File: config.mk
export PLATFORM = sky130hd
export DESIGN_NAME = stack_sequencer
export DESIGN_NICKNAME = d
export VERILOG_FILES = /design/src/rtl/rnbip_stack_pkg.sv /design/src/rtl/stack_pointer_reg.sv /design/src/rtl/stack_sequencer.sv
export SDC_FILE = /design/constraint.sdc
export NUM_CORES = 1
export LEC_CHECK = 0
export BUFFER_PORTS_ARGS = -buffer_cell sky130_fd_sc_hd__buf_2
export CORE_UTILIZATION = 53
export CTS_BUF_LIST = sky130_fd_sc_hd__clkbuf_4 sky130_fd_sc_hd__clkbuf_8 sky130_fd_sc_hd__clkbuf_16
export DETAILED_ROUTE_END_ITERATION = 8
export PLACE_DENSITY_LB_ADDON = 0.05
export SLEW_MARGIN = 15
export SYNTH_ARGS = -nofsm -noshare
export SYNTH_HDL_FRONTEND = slang
export SYNTH_HIERARCHICAL = 1
export SYNTH_SLANG_ARGS = --single-unit
export TNS_END_PERCENT = 10
File: constraint.sdc
create_clock -name clk -period 7.3 [get_ports clk]
set_input_delay 0.73 -clock clk [delete_from_list [all_inputs] [get_ports clk]]
set_output_delay 0.73 -clock clk [all_outputs]
set_load 0.01 [all_outputs]
File: src/rtl/rnbip_stack_pkg.sv
// -----------------------------------------------------------------------------
// rnbip_stack_pkg
// Shared definitions for the RNBIP-2 stack sequencer: operation encodings,
// sequencer state enumeration and the default stack bounds.
// No ports (package).
// -----------------------------------------------------------------------------
package rnbip_stack_pkg;

  typedef enum logic [1:0] {
    OP_PUSH = 2'b00,
    OP_POP  = 2'b01,
    OP_CALL = 2'b10,
    OP_RET  = 2'b11
  } op_code_t;

  typedef enum logic [2:0] {
    ST_IDLE,
    ST_DEC,
    ST_WRITE,
    ST_READ,
    ST_INC,
    ST_ERR
  } state_t;

  // SP value after reset; SP equal to this means the stack is empty.
  localparam logic [7:0] SP_RESET_DEFAULT    = 8'hFF;
  // Lowest valid stack address; SP equal to this means the stack is full.
  localparam logic [7:0] STACK_LIMIT_DEFAULT = 8'h80;

  // PUSH and CALL write the stack; POP and RET read it.
  function automatic logic is_write_op(input op_code_t op);
    return (op == OP_PUSH) || (op == OP_CALL);
  endfunction

endpackage

File: src/rtl/stack_pointer_reg.sv
// -----------------------------------------------------------------------------
// stack_pointer_reg
// 8-bit stack pointer with decrement/increment controls and full/empty flags.
//   clk, rst_n : clock, synchronous active-low reset (SP <= SP_RESET)
//   dec, inc   : SP <= SP-1 / SP+1 on the next edge (dec has priority)
//   sp         : current stack pointer
//   is_full    : sp == STACK_LIMIT
//   is_empty   : sp == SP_RESET
// -----------------------------------------------------------------------------
module stack_pointer_reg
  import rnbip_stack_pkg::*;
#(
  parameter logic [7:0] SP_RESET    = SP_RESET_DEFAULT,
  parameter logic [7:0] STACK_LIMIT = STACK_LIMIT_DEFAULT
) (
  input  logic       clk,
  input  logic       rst_n,
  input  logic       dec,
  input  logic       inc,
  output logic [7:0] sp,
  output logic       is_full,
  output logic       is_empty
);

  // NOTE: state registers use non-blocking assignments so every flop samples
  // pre-edge values regardless of block ordering.
  always_ff @(posedge clk) begin
    if (!rst_n)   sp <= SP_RESET;
    else if (dec) sp <= sp - 8'd1;   // modulo-256 wrap is intentional
    else if (inc) sp <= sp + 8'd1;
  end

  assign is_full  = (sp == STACK_LIMIT);
  assign is_empty = (sp == SP_RESET);

endmodule

File: src/rtl/stack_sequencer.sv
// -----------------------------------------------------------------------------
// stack_sequencer
// Multi-cycle PUSH/POP/CALL/RET sequencer for the stack side of the RNBIP-2
// data memory. Full-descending stack: PUSH pre-decrements, POP post-increments.
// Optional feature macro: STACK_GUARD_EN (full/empty checks, ERR state and
// sticky stk_err). Without it SP wraps freely and stk_err is tied low.
// Ports:
//   clk, rst_n     : clock, synchronous active-low reset
//   op_valid/ready : request handshake, accepted when both high on an edge
//   op_code        : 00 PUSH, 01 POP, 10 CALL, 11 RET
//   op_done        : pulse on the final cycle of each accepted operation
//   mem_data_in    : combinational memory read data
//   SP_out         : stack pointer (memory SP address)
//   S2             : address select, 1 = SP (WRITE/READ only)
//   S5             : write-data select, 1 = RN (PUSH), 0 = NPC (CALL)
//   stk_WR, stk_RD : stack write/read strobes
//   pop_data       : byte captured by the last POP/RET
//   pc_load        : with op_done for RET; pop_data is the new PC
//   err_clr        : clears stk_err
//   stk_err        : sticky overflow/underflow flag
// -----------------------------------------------------------------------------
module stack_sequencer
  import rnbip_stack_pkg::*;
#(
  parameter logic [7:0] SP_RESET    = SP_RESET_DEFAULT,
  parameter logic [7:0] STACK_LIMIT = STACK_LIMIT_DEFAULT
) (
  input  logic       clk,
  input  logic       rst_n,
  input  logic       op_valid,
  input  logic [1:0] op_code,
  output logic       op_ready,
  output logic       op_done,
  input  logic [7:0] mem_data_in,
  output logic [7:0] SP_out,
  output logic       S2,
  output logic       S5,
  output logic       stk_WR,
  output logic       stk_RD,
  output logic [7:0] pop_data,
  output logic       pc_load,
  input  logic       err_clr,
  output logic       stk_err
);

  state_t   state, state_nx;
  op_code_t op_q;
  op_code_t op_in;
  logic     sp_dec, sp_inc;
  logic     is_full, is_empty;
  logic     guard_fail;

  assign op_in    = op_code_t'(op_code);
  assign op_ready = (state == ST_IDLE);

  stack_pointer_reg #(
    .SP_RESET    (SP_RESET),
    .STACK_LIMIT (STACK_LIMIT)
  ) u_sp (
    .clk      (clk),
    .rst_n    (rst_n),
    .dec      (sp_dec),
    .inc      (sp_inc),
    .sp       (SP_out),
    .is_full  (is_full),
    .is_empty (is_empty)
  );

`ifdef STACK_GUARD_EN
  // Guard is evaluated against the incoming request at acceptance time.
  assign guard_fail = is_write_op(op_in) ? is_full : is_empty;

  // Set (from the ERR cycle) takes priority over a simultaneous clear.
  always_ff @(posedge clk) begin
    if (!rst_n)                 stk_err <= 1'b0;
    else if (state == ST_ERR)   stk_err <= 1'b1;
    else if (err_clr)           stk_err <= 1'b0;
  end
`else
  assign guard_fail = 1'b0;
  assign stk_err    = 1'b0;
  logic unused_guard;
  assign unused_guard = ^{err_clr, is_full, is_empty};
`endif

  always_ff @(posedge clk) begin
    if (!rst_n) begin
      state    <= ST_IDLE;
      op_q     <= OP_PUSH;
      pop_data <= 8'h00;
    end else begin
      state <= state_nx;
      if (op_valid && op_ready) op_q     <= op_in;
      if (state == ST_READ)     pop_data <= mem_data_in;
    end
  end

  // Strobes and selects are decoded from state alone, so a WRITE cycle that
  // coincides with reset still writes on that edge.
  always_comb begin
    // NOTE: every output gets a default first so no path infers a latch.
    state_nx = state;
    op_done  = 1'b0;
    pc_load  = 1'b0;
    S2       = 1'b0;
    S5       = 1'b0;
    stk_WR   = 1'b0;
    stk_RD   = 1'b0;
    sp_dec   = 1'b0;
    sp_inc   = 1'b0;
    unique case (state)
      ST_IDLE: begin
        if (op_valid) begin
          if (guard_fail)             state_nx = ST_ERR;
          else if (is_write_op(op_in)) state_nx = ST_DEC;
          else                         state_nx = ST_READ;
        end
      end
      ST_DEC: begin
        sp_dec   = 1'b1;
        state_nx = ST_WRITE;
      end
      ST_WRITE: begin
        S2       = 1'b1;
        stk_WR   = 1'b1;
        S5       = (op_q == OP_PUSH);
        op_done  = 1'b1;
        state_nx = ST_IDLE;
      end
      ST_READ: begin
        S2       = 1'b1;
        stk_RD   = 1'b1;
        state_nx = ST_INC;
      end
      ST_INC: begin
        sp_inc   = 1'b1;
        op_done  = 1'b1;
        pc_load  = (op_q == OP_RET);
        state_nx = ST_IDLE;
      end
      ST_ERR: begin
        op_done  = 1'b1;
        state_nx = ST_IDLE;
      end
      default: state_nx = ST_IDLE;
    endcase
  end

endmodule
==> out/results.txt <==
maxcap violations: 0
post-route insts no fill: 189
dpl hpwl: 1610 µm
total die area: 0.00236 mm²
synth warn: 6
initial DRC count: 14
most crowded layer after global routing: met2
post-layout instance area: 0.00135 mm²
pwr dens: 193 mW/mm²
IO buf count: 35
Worst EP arrival: 2.54 ns
Clk pin slew, worst setup/hold paths: 0.12 ns
placement row count: 16
CP max FO: 10
CP Launch Type: flop
fin. max-slew vios: 0
CTS Buf Count: 3
pre-CTS WS: 4.95 ns
final wirelength: 2160 µm
first-pass GRT wire length: 3750 µm
Post-Synthesis Cells: 130
Syn Nets: 151
unrepaired setup endpoints after global routing: no
met3 Track Usage GR: 3.14%
final setup vio count: 0
GR Layer Usage met1: 24.8%
Placed Cells: 185
CTS tree: yes
DRC violations left: 0
Pleak: 0.000643 µW
GRT Util Overall: 20.0%
total net switching power: 82.5 µW
number of global-route vias before repair: 895
Reg power frac: 49.4%
final hold viol count: 0
total grt overflow: 0
# nets final: 184
synthesized area: 0.00115 mm²
Peak Freq: 421 MHz
commonest non-fill, non-tap cell in the layout: buf_2
Ports: 38
vias: 994
setup_tns: 0 ns
min Tclk post-route: 2.38 ns
GR Util met2: 34.7%
Setup Crit Path Kind: reg2reg
share of cells above drive strength 1: 27.8%
filler instances: 175
Placed Area: 0.00132 mm²
CTS Buffer Depth: 2
Internal Pwr Total: 177 µW
Avg Cell Area, Syn: 8.86 µm²
Post-DRT Antenna Nets: 0
largest net degree at the start of global routing: 34
TritonRoute pass-1 iters: 5
Die H: 48.6 µm
Peak VDD IR: 0.122 mV
power share of the combinational group: 29.2%
Sw Ratio: 31.8%
status: finished, final reports clean
slew at the pin with the worst max-slew slack: 0.786 ns
worst-skew pair later-pin latency: 0.30 ns
Via density: 5.26
area delta synth->final: 16.9%
final worst slack: 4.92 ns
Tcrit/Tclk final: 32.5%
crit path capture type: flop
hold buffer count at CTS: 0
WL/cell: 11.4 µm
antenna violations before repair: 0
Crit path required time: 7.46 ns
clock sink count: 21
H-tree depth: 1
post-CTS setup buffers: 0
Inserted Diodes: 0
chip width: 48.6 µm
Clk pwr share: 21.4%
Root Buffer: clkbuf_4
worst hold path type: reg2reg
Placer Congestion: 0.808
initial core utilization: 57.6%
Final Skew: 0.00436 ns
Slew Limit Headroom: 47.4%
multi-input combinational cell area: 661 µm²
commonest non-fill, non-tap cells in the layout: buf_2, nand2_1, dfxtp_1
CORE AREA: 0.00200 mm²
post-CTS sizing: 0
FF/Latch Area: 420 µm²
worst paths after layout:
path,start,end,slack (ns),cells after the start
max,state[0],u_sp/sp[6],4.92,9
min,pop_data[5],pop_data[5],0.47,2
max reg2reg,state[0],u_sp/sp[6],4.92,9
min reg2reg,pop_data[5],pop_data[5],0.47,2
critical path: stages (launching register included):
cell and delay (ns):
dfxtp_1 0.50, nor3b_1 0.22, buf_4 0.20, inv_1 0.10, fa_1 0.47, nor2b_1 0.13
o21ai_0 0.12, a21oi_1 0.23, o21a_1 0.16, o311ai_1 0.10
per-stage QoR:
step / util (%) / hold slack (ns) / total power [µW]
after detailed placement: 65.9 / 0.443 / 206
after global placement: 65.9 / 0.439 / 203
after CTS: 67.3 / 0.467 / 261
after global routing: 67.3 / 0.493 / 275
final: 67.3 / 0.466 / 260
after floorplan: - / 0.455 / 187
flip-flops by register name (all words and copies together), names as in the netlist:
signal and count:
u_sp/sp 8, state 3, op_q 2, pop_data 8
power by group through the flow:
| stage | registers [µW] | clock network [µW] | logic, µW |
|---|---|---|---|
| floorplan | 131 | 0 | 55.2 |
| global placement | 130 | 0 | 72.6 |
| detailed placement | 131 | 0 | 75.1 |
| CTS | 128 | 57.5 | 75.6 |
| global route | 129 | 61.5 | 84.6 |
| finish | 128 | 55.6 | 75.8 |
metal layers:
metal / vias to the layer above / wire (µm) / part of all wire [%]
met4: 0 / 15 / 0.70
met3: 2 / 104 / 4.8
li1: 510 / - / -
met5: - / 0 / 0
met1: 454 / 1010 / 47
met2: 28 / 1020 / 47
layout make-up:
type / instances / share of cell area (%)
Inverter: 6 / 1.67
Clock inverter: 1 / 0.371
Multi-Input combinational cell: 95 / 49.0
Clock buffer: 3 / 1.67
Tap cell: 27 / 2.51
Timing Repair Buffer: 36 / 13.6
Sequential cell: 21 / 31.2
No activity file was read; power rests on OpenSTA's default activity.
